File: src/rtl/fpu_pkg.sv
// Shared FPU controller types and constants: op descriptor, special-value
// encodings and an elaboration-time integer square root for table builds.
package fpu_pkg;

  localparam logic [31:0] FP_QNAN    = 32'h7FC00000;
  localparam logic [7:0]  FP_EXP_MAX = 8'hFF;
  localparam int          FP_TAG_W   = 5;

  typedef struct packed {
    logic                id;
    logic [FP_TAG_W-1:0] tag;
    logic [31:0]         x;
  } fp_op_t;

  function automatic logic [63:0] isqrt64(input logic [63:0] n);
    logic [63:0] rem;
    logic [63:0] res;
    logic [63:0] bit_v;
    rem = n;
    res = '0;
    for (int k = 31; k >= 0; k--) begin
      bit_v = 64'd1 << (2 * k);
      if (rem >= res + bit_v) begin
        rem = rem - (res + bit_v);
        res = (res >> 1) + bit_v;
      end else begin
        res = res >> 1;
      end
    end
    return res;
  endfunction

endpackage

File: src/rtl/sqrt.sv
// Combinational single-precision square root for positive normal operands:
// piecewise-linear table over [1,4) with the exponent halved alongside.
module sqrt
  import fpu_pkg::*;
(
  input  logic        clk,
  input  logic        rstn,
  input  logic [31:0] x,
  output logic [31:0] y
);

  logic [24:0] ev_tab [17];
  logic [24:0] od_tab [17];

  // Segment start points of sqrt(m) and sqrt(2m), m = 1 + g/16, in Q1.23.
  for (genvar g = 0; g < 17; g++) begin : g_tab
    localparam logic [24:0] EV = 25'(isqrt64(64'(16 + g) << 42));
    localparam logic [24:0] OD = 25'(isqrt64(64'(16 + g) << 43));
    assign ev_tab[g] = EV;
    assign od_tab[g] = OD;
  end

  logic        odd;
  logic [4:0]  idx;
  logic [18:0] frac;
  logic [24:0] base;
  logic [24:0] nxt;
  logic [24:0] slope;
  logic [43:0] prod;
  logic [24:0] sum;
  logic [8:0]  exp_y;
  logic        unused_ok;

  always_comb begin
    odd   = ~x[23];
    idx   = {1'b0, x[22:19]};
    frac  = x[18:0];
    base  = odd ? od_tab[idx] : ev_tab[idx];
    nxt   = odd ? od_tab[idx + 5'd1] : ev_tab[idx + 5'd1];
    slope = nxt - base;
    prod  = 44'(slope) * 44'(frac);
    sum   = base + prod[43:19];
    exp_y = ((9'(x[30:23]) + 9'd1) >> 1) + 9'd63;
    y     = {1'b0, exp_y[7:0], sum[22:0]};
  end

  assign unused_ok = ^{clk, rstn, x[31], prod[18:0], sum[24:23], exp_y[8]};

endmodule

File: src/rtl/fsqrt_arbiter.sv
// Two-requester round-robin front end for a shared combinational sqrt,
// with an operand stage, special-operand handling and a stallable result stage.
module fsqrt_arbiter
  import fpu_pkg::*;
#(
  parameter int TAG_W = FP_TAG_W
) (
  input  logic             clk,
  input  logic             rstn,
  input  logic [1:0]       req_valid,
  input  logic [31:0]      req_x0,
  input  logic [31:0]      req_x1,
  input  logic [TAG_W-1:0] req_tag0,
  input  logic [TAG_W-1:0] req_tag1,
  output logic [1:0]       req_ready,
  output logic             rsp_valid,
  input  logic             rsp_ready,
  output logic             rsp_id,
  output logic [TAG_W-1:0] rsp_tag,
  output logic [31:0]      rsp_y,
  output logic             busy
);

  function automatic logic [31:0] select_result(input logic [31:0] x,
                                                input logic [31:0] root);
    if (x[30:23] == 8'd0)            return 32'h0000_0000;
    else if (x[30:23] == FP_EXP_MAX) return x;
    else if (x[31])                  return FP_QNAN;
    else                             return root;
  endfunction

  logic             s1_vld_q, s1_vld_d;
  fp_op_t           s1_q, s1_d;
  logic             last_q, last_d;
  logic             rsp_vld_q, rsp_vld_d;
  logic             rsp_id_q, rsp_id_d;
  logic [TAG_W-1:0] rsp_tag_q, rsp_tag_d;
  logic [31:0]      rsp_y_q, rsp_y_d;
  logic [31:0]      sqrt_y;
  logic [1:0]       grant;
  logic             s2_hold, s1_adv, can_accept, accept;

  sqrt u_sqrt (
    .clk  (clk),
    .rstn (rstn),
    .x    (s1_q.x),
    .y    (sqrt_y)
  );

  always_comb begin
    s2_hold    = rsp_vld_q && !rsp_ready;
    s1_adv     = s1_vld_q && !s2_hold;
    can_accept = !s1_vld_q || s1_adv;

    // last_q names the requester granted most recently; the other wins a tie.
    grant = req_valid;
    if (req_valid == 2'b11) grant = last_q ? 2'b01 : 2'b10;
    req_ready = grant & {2{can_accept}};
    accept    = |req_ready;
    last_d    = accept ? req_ready[1] : last_q;

    s1_vld_d = s1_vld_q;
    s1_d     = s1_q;
    if (accept) begin
      s1_vld_d = 1'b1;
      s1_d.id  = req_ready[1];
      s1_d.tag = req_ready[1] ? FP_TAG_W'(req_tag1) : FP_TAG_W'(req_tag0);
      s1_d.x   = req_ready[1] ? req_x1 : req_x0;
    end else if (s1_adv) begin
      s1_vld_d = 1'b0;
    end

    rsp_vld_d = rsp_vld_q;
    rsp_id_d  = rsp_id_q;
    rsp_tag_d = rsp_tag_q;
    rsp_y_d   = rsp_y_q;
    if (!s2_hold) begin
      rsp_vld_d = s1_vld_q;
      rsp_id_d  = s1_q.id;
      rsp_tag_d = TAG_W'(s1_q.tag);
      rsp_y_d   = select_result(s1_q.x, sqrt_y);
    end
  end

  always_ff @(posedge clk or negedge rstn) begin
    if (!rstn) begin
      s1_vld_q  <= 1'b0;
      s1_q      <= '0;
      last_q    <= 1'b1;
      rsp_vld_q <= 1'b0;
      rsp_id_q  <= 1'b0;
      rsp_tag_q <= '0;
      rsp_y_q   <= '0;
    end else begin
      s1_vld_q  <= s1_vld_d;
      s1_q      <= s1_d;
      last_q    <= last_d;
      rsp_vld_q <= rsp_vld_d;
      rsp_id_q  <= rsp_id_d;
      rsp_tag_q <= rsp_tag_d;
      rsp_y_q   <= rsp_y_d;
    end
  end

  assign rsp_valid = rsp_vld_q;
  assign rsp_id    = rsp_id_q;
  assign rsp_tag   = rsp_tag_q;
  assign rsp_y     = rsp_y_q;
  assign busy      = s1_vld_q || rsp_vld_q;

endmodule
File: config.mk
export PLATFORM = sky130hd
export DESIGN_NAME = fsqrt_arbiter
export DESIGN_NICKNAME = d
export VERILOG_FILES = /design/src/rtl/fpu_pkg.sv /design/src/rtl/sqrt.sv /design/src/rtl/fsqrt_arbiter.sv
export SDC_FILE = /design/constraint.sdc
export NUM_CORES = 1
export LEC_CHECK = 0
export CORE_MARGIN = 2
export CORE_UTILIZATION = 31
export DETAILED_ROUTE_END_ITERATION = 10
export PLACE_DENSITY = 0.55
export SYNTH_ARGS = -nofsm -noshare
export SYNTH_HDL_FRONTEND = slang
export SYNTH_SLANG_ARGS = --single-unit
File: constraint.sdc
create_clock -name clk -period 27.7 [get_ports clk]
set_input_delay 8.31 -clock clk [delete_from_list [all_inputs] [get_ports clk]]
set_output_delay 8.31 -clock clk [all_outputs]
set_load 0.005 [all_outputs]
After elaboration in Yosys (flattened, before gate mapping)
Memories as Yosys holds them, arrays and structs flattened.
Index checks and enable logic that the tools add are counted.
- memory bits (writable): 0
- memories kept: 4
- bits in read-only memories: 3200
- register bits after elaboration: 79
- bits in latches: 0
- memory list (name ; words ; width ; rd ports ; clocked after memory_dff ; wr ports ; line ; text):
    (no name shown) ; 32 ; 25 ; 1 ; 0 ; 0 ; sqrt.sv:38 ; base = odd ? od_tab[idx] : ev_tab[idx];
    (no name shown) ; 32 ; 25 ; 1 ; 0 ; 0 ; sqrt.sv:39 ; nxt = odd ? od_tab[idx + 5'd1] : ev_tab[idx + 5'd1];
    (no name shown) ; 32 ; 25 ; 1 ; 0 ; 0 ; sqrt.sv:38 ;
    (no name shown) ; 32 ; 25 ; 1 ; 0 ; 0 ; sqrt.sv:39 ;
- $add $sub $neg: 5
- eq/ne operators: 2
- reductions and logical operators: 10
- bitwise logic cells: 3
- divide/modulo/power cells: 0
- multiply operators: 1
- shift operators: 0
- multiplexer cells: 19
- magnitude comparators: 2
- operator list (kind ; number):
    $mux 25 ; 10
    $mux 32 ; 3
    $mul 25x19->42 ; 1
    $mux 31 ; 1
    $sub 25x25->25 ; 1
    $add 23x23->23 ; 1
    $ge 6x6->1 const B ; 2
    $add 8x1->9 const B ; 1
    $add 8x6->8 const B ; 1
    $eq 8x8->1 const B ; 1
    $logic_not 8->1 ; 1
    $not 4->6 ; 1
    $not 5->6 ; 1
    $add 4x1->5 const B ; 1
    $mux 5 ; 1
    $mux 2 ; 2
    $logic_not 1->1 ; 3
    $and 2x2->2 ; 1
    $eq 2x2->1 const B ; 1
    $logic_and 1x1->1 ; 2
    $logic_or 1x1->1 ; 2
    $mux 1 ; 2
    $reduce_bool 2->1 ; 1
    $reduce_or 2->1 ; 1

Logic depth before layout (Yosys ltp)
- depth after elaboration: 12
- depth in mapped cells: 57
- depth with buffers taken out: 55

Cells and area by module
Synthesis repeated with hierarchy kept, for this count alone.
- cells, all modules: 2757
- area, all modules: 23293.6 um^2
- modules (own cells, without submodules) (module ; area an instance (um^2) ; times used ; cells an instance ; sequential area each (um^2)):
    sqrt ; 19403.6 ; 1 ; 2394 ; 0.0
    fsqrt_arbiter ; 3890.0 ; 1 ; 363 ; 1978.1

Worst setup path after synthesis
No wires, ideal clock.
- kind: input port to output port
- from: in rsp_ready
- to: out req_ready[1]
- stages on the path: 5
- setup slack: 10.251 ns
- data arrival time: 9.139 ns
- cells stage by stage: nor2b_1 > nand2_1 > nand3_1 > clkbuf_1 > inv_1
- cells in the longest elaborated chain, start to end: 6
- ends and longest elaborated chain (item ; line ; text):
    start, declared ; fsqrt_arbiter.sv:17 ; input logic rsp_ready,
    $logic_not 1->1 ; fsqrt_arbiter.sv:51 ; s2_hold = rsp_vld_q && !rsp_ready;
    $logic_and 1x1->1 ; fsqrt_arbiter.sv:51 ;
    $logic_not 1->1 ; n/a ;
    $logic_and 1x1->1 ; fsqrt_arbiter.sv:52 ; s1_adv = s1_vld_q && !s2_hold;
    $logic_or 1x1->1 ; fsqrt_arbiter.sv:53 ; can_accept = !s1_vld_q || s1_adv;
    $and 2x2->2 ; fsqrt_arbiter.sv:58 ; req_ready = grant & {2{can_accept}};
    end, declared ; fsqrt_arbiter.sv:15 ; output logic [1:0] req_ready,
Every way passes these cells.

Worst setup path after layout
- from: in rsp_ready
- to: out req_ready[0]
Same word-level chain as after synthesis.

==> summary.txt <==
Die
  – Die Area: 0.07497 mm²
  – Row Count: 98
  – Area of the core: 0.07173 mm²
  – Boundary pin count: 121
  – DIE HEIGHT: 273.8 µm
  – Initial core utilization: 31.46%
  – Die Wd: 273.8 µm

Yosys
  – Post-synthesis net count: 3403
  – Synth Area per Inst: 8.197 µm²
  – Post-synth EDFFs: 0
  – Netlist cell types: 77
  – Post-synthesis mux area share: 0.8261%
  – Mapped Cells: 2753
  – Post-synthesis adder-cell area fraction: 44.63%
  – Seq/Total Area, Yosys: 8.766%
  – Post-Synth Simple-Gate Area: 19.58%
  – Mapped Area: 0.02257 mm²
  – Fraction of registers with async set or reset after synthesis: 100.0%
  – Syn. warnings: 0
  – Synthesized-area fraction occupied by ao, oa, aoi and oai cells: 12.13%
  – Xor-xnor portion of the synthesized cell area: 2.872%
  – Most used flip-flop cell after synthesis: dfrtp_1
  – Main combinational cell family by area after synthesis: adder cells
  – Synthesized flop and latch total: 79

Place
  – Worst slack, placed: 8535 ps
  – IO Port Bufs: 120
  – Gpl congestion: 0.8875
  – Estimated wirelength of the detail-placed design: 50130 µm
  – Placed cells: 3723

Layout
  – Diode count: 0
  – Non-Filler Instances: 3739
  – Area delta synth->final: 11.44%
  – Most frequent cells in the layout: inv_1 (504), fa_1 (390), nand2_1 (386), and2_1 (260), ha_1 (181)
  – Layout Nets: 3434
  – Layout cells sized above 1: 3.980%
  – Most common cell after layout, fill and taps aside: inv_1
  – Util after Layout: 35.06%

STA
  – Final Hold Viols: 0
  – # setup viols final: 0
  – Fin crit share: 69.08%
  – Fmax: 52.26 MHz
  – Relative slew slack: 43.39%
  – Fin Setup TNS: 0 ps
  – Final Critical Period: 19130 ps
  – Worst slew pin tran: 849.2 ps
  – Final WS setup: 8565 ps
  – Pins Over Slew Limit: 0
  – Clock skew: 5.632 ps
  – RSZ-0062 raised after global routing: false

Clock network
  – Post-cts resize count: 0
  – TritonCTS buffer count: 9
  – CTS Sinks: 79
  – Setup Buffers After CTS: 0
  – Clock tree buffer depth: 2
  – CTS H-tree depth: 3
  – Worst-path clk slew: 60 ps
  – CTS tree: yes
  – Clock Latency Late Sink: 330 ps
  – Clk root buf: clkbuf_16
  – CTS hold repair buffers: 0

Global routing
  – Total grt overflow: 0
  – Largest net degree at the start of global routing: 86
  – Tot GR Track Use: 18.42%
  – Initial antenna violation count: 3
  – First-pass GRT wire length: 108500 µm
  – Vias in the first global route: 19010

Setup path
  – Worst path slowest cell: nand3_2
  – Top delay family on crit path: buffers and inverters
  – Startpoint Class: input pin
  – Slowest Stage Delay on Critical Path: 670 ps
  – Buffers & Inverters on Critical Path: 4
  – Top cell by count, worst path: clkdlybuf4s50_1
  – CP Max Fanout: 41
  – Crit end category: output port
  – Critical Path RT: 19390 ps
  – CP arrival: 10820 ps
  – Worst Path Class, Setup: input pin to output port
  – Crit-path cells: clkdlybuf4s50_1 -> nor2b_4 -> buf_4 -> nand2_1 -> nand3_2 -> inv_1 -> clkdlybuf4s50_1

Route
  – Vias post-DR: 18400
  – Post-route antenna net violation count: 0
  – Detailed Route Iter0 Violations: 1286
  – Routed WL: 67440 µm
  – Avg WL per Cell: 18.04 µm
  – DRC viols: 0
  – Drt pass-1 iters: 6
  – DR vias/cell: 4.920

Status
  – Run status: complete, no violations

Hold path
  – HP Class: register to register

Flow run
  – MaxCap Viol Count: 0
flip-flops by register name, summed over array words and instances (netlist names):
| register | cells |
|---|---|
| s1_q | 38 |
| s1_vld_q | 1 |
| last_q | 1 |
| rsp_valid | 1 |
| rsp_tag | 5 |
| rsp_y | 32 |
| rsp_id | 1 |
area by class of cell:
cell class | instances | area [µm²]
Tap cell | 950 | 1189
Fill cell | 7608 | 46580
Clock inverter | 2 | 60.06
Multi-Input combinational cell | 2010 | 18100
Timing Repair Buffer | 178 | 1634
Clock buffer | 14 | 284.0
Sequential cell | 79 | 1981
Inverter | 506 | 1899
path summary, 6_finish.rpt:
kind | from | to | slack [ps] | cells after the start
setup / recovery | rsp_ready | req_ready[0] | 8570 | 7
hold / removal | last_q | last_q | 470 | 2
setup reg to reg | s1_q[20] | rsp_y[22] | 13180 | 53
hold reg to reg | last_q | last_q | 470 | 2
max in group asynchronous | rstn | s1_q[10] | 18750 | 2
min in group asynchronous | rstn | s1_q[30] | 7820 | 1
through the flow:
stage	hold WS, ps	area (µm²)
after floorplan	443.1	22570
after global placement	461.7	24800
after detailed placement	464.1	24800
after CTS	470.8	25150
after global routing	499.2	25150
final	467.3	25150
tightest hold or removal path, cell delays in order, from the launching register on:
cell and delay, ps:
dfstp_2 380, nand2_1 50, nand2_1 40
cells in the mapped netlist (5+ instances only):
cell type / instances / area (µm²)
inv_1: 504 / 1892
fa_1: 390 / 7807
nand2_1: 386 / 1449
and2_1: 260 / 1627
ha_1: 181 / 2265
clkbuf_1: 134 / 503.0
nor2_1: 126 / 473.0
a21oi_1: 120 / 600.6
o21ai_0: 91 / 455.4
dfrtp_1: 78 / 1952
a31oi_1: 55 / 344.1
xnor2_1: 54 / 473.0
a21o_1: 34 / 255.2
nand3_1: 34 / 170.2
a211oi_1: 24 / 180.2
nor3_1: 24 / 120.1
nor2b_1: 21 / 131.4
xor2_1: 20 / 175.2
a22oi_1: 16 / 120.1
buf_1: 16 / 60.06
nand2b_1: 16 / 100.1
o21a_1: 15 / 112.6
o211ai_1: 14 / 105.1
and3_1: 10 / 62.56
nand4_1: 9 / 56.30
or3_1: 8 / 50.05
mux2_2: 7 / 78.83
nor4_1: 7 / 43.79
o311ai_0: 5 / 43.79
o31ai_1: 5 / 37.54
or2_2: 5 / 31.28
metal layers:
| layer | vias to the layer above | global-route usage (%) | part of all wire (%) |
|---|---|---|---|
| met2 | 630 | 30.32 | 46 |
| met3 | 111 | 3.000 | 6.7 |
| met1 | 8995 | 25.02 | 44 |
| met4 | 2 | 4.861 | 2.8 |
| li1 | 8658 | - | - |
| met5 | - | 0 | 0.019 |
logic make-up after synthesis:
group | Yosys count
XOR/XNOR | 74
buffers and inverters | 664
AND/OR/NAND/NOR | 918
AO/OA/AOI/OAI | 433
flip-flops | 79
adder cells (fa/ha/maj) | 571
multiplexers | 14
Power is left out: the tool's default activity adds up to more than one toggle a clock period on the data nets, which glitch-free logic cannot reach.
